==> src/rtl/emoji_pkg.sv <==
// Emotion encodings and the select-controller state type, shared with the colour mux and ROM modules.
package emoji_pkg;

  localparam logic [1:0] EMO_HAPPY = 2'b00;
  localparam logic [1:0] EMO_SAD   = 2'b01;
  localparam logic [1:0] EMO_MAD   = 2'b10;
  localparam logic [1:0] EMO_CRAZY = 2'b11;

  typedef enum logic {
    S_MANUAL = 1'b0,
    S_AUTO   = 1'b1
  } state_t;

  // Auto-cycle order: happy -> sad -> mad -> crazy -> happy.
  function automatic logic [1:0] next_emotion(input logic [1:0] sel);
    return sel + 2'd1;
  endfunction

endpackage

==> src/rtl/emotion_sel_ctrl.sv <==
// Frame-synchronous emotion select: one-deep request slot plus an optional auto-cycle mode,
// with every select change applied only on a frame_start pulse.
module emotion_sel_ctrl
  import emoji_pkg::*;
#(
  parameter int unsigned HOLD_FRAMES = 60,
  parameter int unsigned CNT_W       = $clog2(HOLD_FRAMES + 1)
) (
  input  logic       i_clk,
  input  logic       i_rst,
  input  logic       i_frame_start,
  input  logic       i_auto_en,
  input  logic       i_req_valid,
  input  logic [1:0] i_req_sel,
  output logic       o_req_ready,
  output logic [1:0] o_sel,
  output logic       o_sel_update
);

  localparam logic [CNT_W-1:0] CNT_LAST = CNT_W'(HOLD_FRAMES - 1);

  state_t           state_q, state_d;
  logic [CNT_W-1:0] cnt_q, cnt_d;
  logic             pend_valid_q, pend_valid_d;
  logic [1:0]       pend_sel_q, pend_sel_d;
  logic [1:0]       sel_q, sel_d;
  logic             upd_q;
  logic             accept;

  always_ff @(posedge i_clk) begin
    if (i_rst) state_q <= S_MANUAL;
    else       state_q <= state_d;
  end

  always_comb begin
    state_d = state_q;
    if (i_frame_start) begin
      case (state_q)
        S_MANUAL: if (i_auto_en)  state_d = S_AUTO;
        S_AUTO:   if (!i_auto_en) state_d = S_MANUAL;
        default:                  state_d = S_MANUAL;
      endcase
    end
  end

  always_comb begin
    sel_d        = sel_q;
    cnt_d        = cnt_q;
    pend_valid_d = pend_valid_q;
    pend_sel_d   = pend_sel_q;
    accept       = i_req_valid & ~pend_valid_q;
    if (i_frame_start) begin
      if (pend_valid_q) begin
        sel_d        = pend_sel_q;
        pend_valid_d = 1'b0;
        cnt_d        = '0;
      end else if (state_q == S_AUTO) begin
        if (cnt_q == CNT_LAST) begin
          sel_d = next_emotion(sel_q);
          cnt_d = '0;
        end else begin
          cnt_d = cnt_q + CNT_W'(1);
        end
      end else begin
        cnt_d = '0;
      end
      // Entering auto mode restarts the hold period regardless of the rules above.
      if (state_q == S_MANUAL && state_d == S_AUTO) cnt_d = '0;
    end
    // The slot is cleared before loading, but accept is gated by the pre-edge ready,
    // so a request can never be taken on the same edge its predecessor is consumed.
    if (accept) begin
      pend_valid_d = 1'b1;
      pend_sel_d   = i_req_sel;
    end
  end

  always_ff @(posedge i_clk) begin
    if (i_rst) begin
      sel_q        <= EMO_HAPPY;
      cnt_q        <= '0;
      pend_valid_q <= 1'b0;
      pend_sel_q   <= EMO_HAPPY;
      upd_q        <= 1'b0;
    end else begin
      sel_q        <= sel_d;
      cnt_q        <= cnt_d;
      pend_valid_q <= pend_valid_d;
      pend_sel_q   <= pend_sel_d;
      upd_q        <= (sel_d != sel_q);
    end
  end

  assign o_req_ready  = ~pend_valid_q;
  assign o_sel        = sel_q;
  assign o_sel_update = upd_q;

endmodule

==> config.mk <==
export PLATFORM = sky130hd
export DESIGN_NAME = emotion_sel_ctrl
export DESIGN_NICKNAME = d
export VERILOG_FILES = /design/src/rtl/emoji_pkg.sv /design/src/rtl/emotion_sel_ctrl.sv
export SDC_FILE = /design/constraint.sdc
export NUM_CORES = 1
export LEC_CHECK = 0
export CAP_MARGIN = 5
export CORE_AREA = 2 2 39 41
export DETAILED_ROUTE_END_ITERATION = 8
export DIE_AREA = 0 0 41 43
export GPL_TIMING_DRIVEN = 1
export PLACE_DENSITY = 0.75
export REMOVE_ABC_BUFFERS = 1
export SYNTH_ARGS = -nofsm -noshare
export SYNTH_HDL_FRONTEND = slang
export SYNTH_SLANG_ARGS = --single-unit
==> constraint.sdc <==
create_clock -name i_clk -period 2.4 [get_ports i_clk]
set_clock_uncertainty 0.1 [all_clocks]
set_input_delay 0.6 -clock i_clk [delete_from_list [all_inputs] [get_ports i_clk]]
set_output_delay 0.6 -clock i_clk [all_outputs]
set_load 0.05 [all_outputs]
=== Word level (Yosys, flattened, before mapping) ===
Cells that the tools add are included.

* Flip-flop bits (word level): 13
* Input port bits: 7
* Output and inout bits: 4
* Logic and storage cells: 27

* Add/sub/neg operators: 2
* Eq/ne operators: 2
* Multiplexer cells: 12
* Bitwise operators: 3
* Reduce and logical (&&, ||, !) cells: 2

{| class="wikitable"
|+ Operator list
! cell !! number
|-
| 6-bit two-way mux || 4
|-
| 2-bit two-way mux || 4
|-
| 6-bit by 1-bit adder with 6-bit output (second input constant) || 1
|-
| 6-bit == test (second input constant) || 1
|-
| 1-bit two-way mux || 4
|-
| 2-bit by 1-bit adder with 2-bit output (second input constant) || 1
|-
| 2-bit inequality test || 1
|-
| 1-bit NOT || 2
|-
| 2-bit nonzero test || 1
|-
| 1-bit bitwise AND || 1
|-
| 1-bit logical AND || 1
|}

=== Depth between registers and ports, before layout ===
Gate-level depths: netlist (run 1).

* Depth after elaboration: 6
* Gate-level depth with buffers: 4
* Gate-level depth less buffers: 4

=== Worst setup path after synthesis (run 1) ===
Ideal clock, no wire load.

* Kind: flip-flop to flip-flop
* From: reg sel_q[0], in the netlist o_sel[0]
* To: reg sel_q[1], in the netlist o_sel[1]
* Arrival time: 1.439 ns
* Required time: 2.225 ns
* Path slack: 0.787 ns
* Cell stages (with the launch flop): 4
* Path buffers: 0
* Period minus slack after synthesis: 1.613 ns
* Cells stage by stage: dfxtp_1 > nand4b_1 > or4_1 > a31oi_1

* Word-level cells in the longest chain between the ends: 5

{| class="wikitable"
|+ Ends and longest elaborated chain
! element !! line !! text
|-
| from (decl) || emotion_sel_ctrl.sv:26 || <nowiki>logic [1:0] sel_q, sel_d;</nowiki>
|-
| from (signal assigned) || emotion_sel_ctrl.sv:86 || <nowiki>sel_q <= sel_d;</nowiki>
|-
| 2-bit by 1-bit adder with 2-bit output || emoji_pkg.sv:16 || <nowiki>return sel + 2'd1;</nowiki>
|-
| 2-bit two-way mux || emotion_sel_ctrl.sv:58 || <nowiki>if (cnt_q == CNT_LAST) begin</nowiki>
|-
| 2-bit two-way mux || emotion_sel_ctrl.sv:57 || <nowiki>end else if (state_q == S_AUTO) begin</nowiki>
|-
| 2-bit two-way mux || emotion_sel_ctrl.sv:53 || <nowiki>if (pend_valid_q) begin</nowiki>
|-
| 2-bit two-way mux || emotion_sel_ctrl.sv:52 || <nowiki>if (i_frame_start) begin</nowiki>
|}

No other way between the ends.
A chain may end at the register's enable or synchronous reset.

=== Worst setup path in the final report (run 1) ===
* From: reg pend_valid_q
* To: out o_req_ready

* Word-level cells in the longest chain between the ends: 1

{| class="wikitable"
|+ Ends and longest elaborated chain
! element !! line !! text
|-
| from (decl) || emotion_sel_ctrl.sv:24 || <nowiki>logic pend_valid_q, pend_valid_d;</nowiki>
|-
| from (signal assigned) || emotion_sel_ctrl.sv:88 || <nowiki>pend_valid_q <= pend_valid_d;</nowiki>
|-
| 1-bit NOT || emotion_sel_ctrl.sv:94 || <nowiki>assign o_req_ready = ~pend_valid_q;</nowiki>
|-
| to (decl) || emotion_sel_ctrl.sv:15 || <nowiki>output logic o_req_ready,</nowiki>
|}

No other way between the ends.

==> parameters.txt, run 1 <==
Parameter                              Value

Run status
  Status    finished clean

Timing
  Final period demand of the worst path    around 2300 ps
  Worst-case hold slack    405 ps
  Normalized max-slew margin    between 60% and 70%
  Period Utilization, post-route    a little over nine tenths
  Endpoints failing setup    0
  Worst Tran Pin Value    approximately 490 ps
  Final hold violation count    0
  Unrepaired setup endpoints after global routing    false
  Count of pins over their slew limit    0
  Total negative setup slack    0 ps
  Fmax    approximately 430 MHz

Layout
  Combined area of the multi-input logic cells    ~370 um^2
  Signed area change from the synthesized netlist to the final layout    22.0%
  Seq. cell area    around 260 um^2
  Number of diodes    0
  # fillers    ~140
  Net count of the finished layout    94
  Layout cell share with drive strength beyond 1    5.88%

CTS
  Setup bufs post-CTS    0
  Number of buffers added by the clock tree synthesis step    3
  Clk sinks    13
  CTS max path bufs    2
  Clock transition at the registers of the reported paths    around 80 ps
  Clock tree root buffer cell    sky130_fd_sc_hd__clkbuf_4
  # hold bufs at CTS    0
  CTS tree    built
  Maximum level of the CTS H-tree    1
  Quantity of gates resized following cts    0
  Clock latency of the later-clocked register in the worst-skew pair    approximately 280 ps

Placement
  Dpl hpwl    ~970 um
  Routability Congestion    between 0.7 and 0.8
  I/O Buffers    10

Setup path
  Cell family with the largest share of critical-path delay    buffers and inverters
  Worst Path Max Fanout    9
  CP Capture Type    output port
  CP startpoint    pend_valid_q
  Type of the worst setup path    reg -> out
  Register-to-Register Setup Slack    ~810 ps
  Startpoint types    flop
  Crit Reg-Reg Endpoint    cnt_q[5]
  WP data required    about 1700 ps
  Critical R2R Launch    cnt_q[0]
  Maximum cell stage delay along the critical path    around 810 ps
  Crit-path cells    inv_1 -> clkdlybuf4s50_1
  Arrival time worst endpoint    ~1600 ps
  Number of stages on the worst setup path    2
  Buffers & Inverters on Critical Path    2
  Cell with the largest stage delay on the worst path    sky130_fd_sc_hd__clkdlybuf4s50_1
  Worst reg2reg path depth    4
  CP Capture Point    o_req_ready

Run
  Max-capacitance violation count    0

Die
  Core region area    between 1000 and 1500 um^2
  Vert. Die Dim    around 43 um
  Cell row count    14
  Die footprint    1760 um^2
  Total I/O pin count    11
  Die span in x    approximately 41 um
  Initial Util    a little under half

Global routing
  First-pass GRT wire length    ~2.3 mm
  Overall routing resource usage    19.4%
  Total grt overflow    0
  Number of global-route vias before repair    about 540
  Maximum number of pins on one net before global-route repair    15
  Antenna violations before repair    0

Synthesis
  Post-synthesis async set-or-reset flop share    0%
  Mapped Cells    72
  Distinct cell type count of the synthesized netlist    30
  Post-synth top flop    sky130_fd_sc_hd__dfxtp_1
  Sequential element share of the synthesized area    roughly two fifths
  FF+latch count, synth    13
  Yosys warning count    0
  Most frequent cell after synthesis    sky130_fd_sc_hd__dfxtp_1
  Most common library cells after synthesis    sky130_fd_sc_hd__dfxtp_1, sky130_fd_sc_hd__a21oi_1, sky130_fd_sc_hd__inv_1, sky130_fd_sc_hd__nor2_1, sky130_fd_sc_hd__xor2_1
  Dominant cell type by area after synthesis    sky130_fd_sc_hd__dfxtp_1
  Leading post-synthesis cells by cell area    sky130_fd_sc_hd__dfxtp_1, sky130_fd_sc_hd__xor2_1, sky130_fd_sc_hd__mux2i_1
  Area share of the leading cell type in the synthesized netlist    between 30% and 40%
  Number of flops mapped to enable cells by yosys    0
  Average size of a mapped cell    9.09 um^2
  Synthesized area    about 650 um^2

Route
  Number of vias per cell    ~5.8
  Average wire per standard cell    approximately 13 um
  Met3 Wirelength    ~24 um
  Detailed route wirelength on metal2    between 600 and 700 um
  Number of design-rule violations left by the first detailed-router iteration    8
  Detailed-routing wirelength on met1    between 600 and 700 um
  Antenna-violating nets left    0
  Drt drc    0
  Wire length reported by the detailed router    1.30 mm
  Total via count in the routed design    between 500 and 600
  Initial DRT Pass Iterations    3
  Highest routing layer actually used    met4

Worst hold path
  Hold crit path type    reg -> reg

Power
  IR drop worst, VDD    249 uV
  Power density over cell area    between 500 and 600 nW/um^2
  Leakage power    about 0.28 nW
-- stage by stage --
stage          std cells  util (%)  cell area (um^2)  setup slack (ps)  total power, W
4_1_cts              101      57.7               798              70.5        0.000426
6_report             101      57.7               798              69.7        0.000419
2_1_floorplan         70         -               644               787        0.000262
3_3_place_gp          97      55.8               772               379        0.000288
3_5_place_dp          97      55.8               772               348        0.000289
5_1_grt              101      57.7               798              12.6        0.000438
-- worst min-delay path, cell delays in order (launching register included) --
cell	delay (ps)
sky130_fd_sc_hd__dfxtp_1	340
sky130_fd_sc_hd__nand2_1	70
sky130_fd_sc_hd__a21oi_1	60
-- power breakdown --
group / internal, W / total (W) / switching, W
Combinational: 0.0000254 / 0.0000536 / 0.0000282
Clock: 0.0000646 / 0.000136 / 0.0000717
Sequential: 0.000222 / 0.000230 / 0.00000787
-- cells by family (layout without fill, tap and decap cells) --
logic type	Yosys count	count (layout)	share of synthesized area, %
xor gates and xnor gates	4	4	5.35
AOI/OAI and AO/OA	19	19	19.9
and+or+nand+nor	26	26	24.7
muxes	3	3	4.59
DFF	13	13	39.8
buffers and inverters	6	19	3.82
adders and majority gates	1	1	1.91
-- flip-flops by register name (all words and copies together), names as in the netlist --
signal / cells
pend_sel_q: 2
cnt_q: 6
o_sel: 2
state_q: 1
pend_valid_q: 1
o_sel_update: 1
-- cell type report --
type | instances | share of cell area, %
multi-input cells | 53 | 46.2
inverters | 4 | 1.88
clock buffers | 4 | 3.29
flip-flops and latches | 13 | 32.6
repair buffers | 11 | 13.5
well taps | 16 | 2.51
-- worst min path at each step --
stage | to | slack (ps) | from | cells past startpoint
6_report | cnt_q[0] | 400 | cnt_q[0] | 2
5_1_grt | cnt_q[1] | 430 | cnt_q[1] | 2
4_1_cts | cnt_q[0] | 410 | cnt_q[0] | 2
3_5_place_dp | cnt_q[0] | 400 | cnt_q[0] | 2
3_3_place_gp | cnt_q[1] | 380 | cnt_q[1] | 2
2_1_floorplan | cnt_q[1] | 360 | cnt_q[1] | 2
-- placed cells by master (no fill, tap or decap), types with 3 or more instances in the layout --
cell,n
sky130_fd_sc_hd__dfxtp_1,13
sky130_fd_sc_hd__clkdlybuf4s50_1,10
sky130_fd_sc_hd__a21oi_1,5
sky130_fd_sc_hd__inv_1,4
sky130_fd_sc_hd__nor2_1,4
sky130_fd_sc_hd__xor2_1,4
sky130_fd_sc_hd__nand4b_1,3
sky130_fd_sc_hd__nor2b_1,3
sky130_fd_sc_hd__o2111ai_1,3
sky130_fd_sc_hd__mux2i_1,3
sky130_fd_sc_hd__nand2b_1,3
sky130_fd_sc_hd__o21ai_0,3
sky130_fd_sc_hd__clkbuf_4,3
-- per-layer routing --
| metal | up-vias | global-route usage [%] |
|---|---|---|
| met5 | - | 0 |
| met2 | 7 | 26.9 |
| met4 | 0 | 16.0 |
| li1 | 301 | - |
| met1 | 270 | 24.9 |
| met3 | 5 | 3.14 |
No activity file was read; power rests on OpenSTA's default activity.
==> run 2, diff against run 1 <==
--- a/config.mk
+++ b/config.mk
@@ -8,7 +8,8 @@
 export CAP_MARGIN = 5
-export CORE_AREA = 2 2 39 41
+export CORE_MARGIN = 2
+export CORE_UTILIZATION = 44
+export CTS_CLUSTER_SIZE = 8
 export DETAILED_ROUTE_END_ITERATION = 8
-export DIE_AREA = 0 0 41 43
 export GPL_TIMING_DRIVEN = 1
-export PLACE_DENSITY = 0.75
+export PLACE_DENSITY = 0.71
 export REMOVE_ABC_BUFFERS = 1
==> constraint.sdc (replaced) <==
create_clock -name i_clk -period 2.01 [get_ports i_clk]
set_clock_uncertainty 0.1 [all_clocks]
set_input_delay 0.402 -clock i_clk [delete_from_list [all_inputs] [get_ports i_clk]]
set_output_delay 0.402 -clock i_clk [all_outputs]
set_load 0.05 [all_outputs]
==> run 2 against run 1 <==
Flip-flop and latch count unchanged. Setup slack improved by 61 ps. Combinational power rose by 25%. Cell count up 0.99%. Largest power group unchanged.
==> parameters.txt, run 2 (synthesized netlist as in run 1, its figures left out) <==
Parameter                              Value

Layout
  Number of diodes    0 (unchanged)
  Combined area of the multi-input logic cells    369 um^2 (unchanged)
  # fillers    132 (-7.0%)
  Layout cell share with drive strength beyond 1    11.5% (+5.6 points)
  Top register by number of flip-flops    cnt_q
  Net count of the finished layout    96 (+2.1%)
  Signed area change from the synthesized netlist to the final layout    22.9%
  Commonest cells after routing, fill and taps aside    sky130_fd_sc_hd__dfxtp_1, sky130_fd_sc_hd__clkdlybuf4s50_1, sky130_fd_sc_hd__buf_4
  Flip-flop count of the largest register after layout    6 (unchanged)
  Most common cell after layout, fill and taps aside    sky130_fd_sc_hd__dfxtp_1
  Seq. cell area    260 um^2 (unchanged)

Power
  Leakage power    0.289 nW (+5.1%)
  Proportion of power drawn by the clock network    32.9% (+0.4 points)
  IR drop worst, VDD    367 uV (+48%)
  Power density over cell area    630 nW/um^2 (+20%)
  Total internal power    0.000374 W (+20%)
  Reported net switching power    0.000133 W (+24%)
  Register share of total power    53.9% (-0.8 points)
  Relative contribution of combinational cells to total power    13.2% (+0.4 points)
  Switching share of total power    26.3% (+0.58 points)

Route
  Number of vias per cell    5.95 (+3.1%)
  Wire length reported by the detailed router    1.36 mm (+4.1%)
  Number of design-rule violations left by the first detailed-router iteration    11 (+3)
  Detailed-routing wirelength on met1    694 um (+15%)
  Initial DRT Pass Iterations    4 (+1)
  Highest routing layer actually used    met4
  Met3 Wirelength    48 um (+100%)
  Average wire per standard cell    13.3 um (+3.0%)
  Drt drc    0 (unchanged)
  Detailed route wirelength on metal2    559 um (-9.8%)
  Antenna-violating nets left    0 (unchanged)
  Total via count in the routed design    607 (+4.1%)

Global routing
  Number of global-route vias before repair    568 (+4.4%)
  First-pass GRT wire length    2.39 mm (+5.5%)
  Overall routing resource usage    17.6% (-1.8 points)
  Maximum number of pins on one net before global-route repair    11 (-4)
  Antenna violations before repair    0 (unchanged)
  Total grt overflow    0 (unchanged)

Die
  Core region area    1350 um^2 (-2.4%)
  Total I/O pin count    11 (unchanged)
  Cell row count    13 (-1)
  Vert. Die Dim    42.6 um (-1.0%)
  Die footprint    1810 um^2 (+2.8%)
  Initial Util    48.5% (+1.2 points)
  Die span in x    42.6 um (+3.8%)

Setup path
  Cell with the largest stage delay on the worst path    sky130_fd_sc_hd__clkdlybuf4s50_1
  WP data required    1510 ps (-190 ps)
  CP startpoint    o_sel_update
  CP Capture Type    output port
  Crit Reg-Reg Endpoint    o_sel[0]
  Number of stages on the worst setup path    1 (-1)
  Cell family with the largest share of critical-path delay    buffers and inverters
  Startpoint types    flop
  Type of the worst setup path    reg -> out
  Worst Path Max Fanout    1 (-8)
  Crit-path cells    clkdlybuf4s50_1
  Critical R2R Launch    cnt_q[0]
  Worst reg2reg path depth    4 (unchanged)
  Maximum cell stage delay along the critical path    790 ps (-20 ps)
  Arrival time worst endpoint    1380 ps (-250 ps)
  Buffers & Inverters on Critical Path    1 (-1)
  Register-to-Register Setup Slack    380 ps (-430 ps)

Worst hold path
  Hold Crit Start    cnt_q[1]
  Hold EP    cnt_q[1]
  Number of cells traversed by the worst hold path    2 (unchanged)
  Hold crit path type    reg -> reg

Timing
  Unrepaired setup endpoints after global routing    false
  Fmax    532 MHz
  Final period demand of the worst path    about 1900 ps
  Count of pins over their slew limit    0 (unchanged)
  Total negative setup slack    0 ps (unchanged)
  Period Utilization, post-route    roughly 93%
  Endpoints failing setup    0 (unchanged)
  Final worst-path setup slack    131 ps (+61.4 ps)
  Final hold violation count    0 (unchanged)
  Worst Tran Pin Value    486 ps (-7.70 ps)
  Normalized max-slew margin    67.5% (+0.51 points)

CTS
  Clock latency of the later-clocked register in the worst-skew pair    280 ps (about the same)
  Clk sinks    13 (unchanged)
  Clock tree root buffer cell    sky130_fd_sc_hd__clkbuf_4
  Number of buffers added by the clock tree synthesis step    3 (unchanged)
  Setup bufs post-CTS    0 (unchanged)
  Maximum level of the CTS H-tree    1 (unchanged)
  CTS tree    built
  Clock transition at the registers of the reported paths    80 ps (about the same)
  # hold bufs at CTS    0 (unchanged)
  CTS max path bufs    2 (unchanged)
  Quantity of gates resized following cts    0 (unchanged)

Placement
  Worst setup timing slack at the placement stage    155 ps (-194 ps)
  Routability Congestion    0.752 (-1.1%)
  I/O Buffers    10 (unchanged)
  Dpl hpwl    1.02 mm (+5.4%)

Run
  Max-capacitance violation count    0 (unchanged)

Run status
  Status    finished clean
[run 2: cell count changes in the layout (fill, tap and decap cells not counted), sizes merged]
cell / delta
buf: +5
clkdlybuf4s50: -3
[run 2: metal layers]
metal  GRT usage [%]  vias up
met3            2.59        7
li1                -      306
met1            23.4      279
met4            11.3        0
met5               0        -
met2            26.2       15
[run 2: stage by stage]
step                      power, W  instances  utilization (%)  hold WS [ps]  area, um^2
after floorplan           0.000312         70                -           355         644
after global placement    0.000346         98             57.6           384         778
after detailed placement  0.000347         98             57.6           395         778
after CTS                 0.000514        102             59.6           407         805
after global routing      0.000526        102             59.6           435         805
final                     0.000507        102             59.6           412         805
[run 2: worst max path at each step]
| stage | end |
|---|---|
| floorplan | o_sel[1] |
| global placement | o_sel_update |
| detailed placement | cnt_q[5] |
| CTS | o_sel_update |
| global route | o_sel_update |
| finish | o_sel_update |
[run 2: area by class of cell]
class	instances	share of cell area [%]
well taps	15	2.33
flip-flops and latches	13	32.3
inverters	4	1.87
multi-input cells	53	45.9
repair buffers	13	14.3
clock buffers	4	3.27
[run 2: power by group through the flow]
stage / Combinational, W / Clock, W / Sequential [W]
2_1_floorplan: 0.0000299 / 0 / 0.000283
6_report: 0.0000669 / 0.000167 / 0.000274
3_3_place_gp: 0.0000670 / 0 / 0.000279
3_5_place_dp: 0.0000673 / 0 / 0.000280
4_1_cts: 0.0000674 / 0.000173 / 0.000273
5_1_grt: 0.0000730 / 0.000178 / 0.000276
==> run 3, diff against run 2 <==
- GPL_ROUTABILITY_DRIVEN: unset -> 0
- SKIP_LAST_GASP: unset -> 1
==> results of run 3 <==
Same layout as run 2: the final DEF is identical, and so are final timing and power.
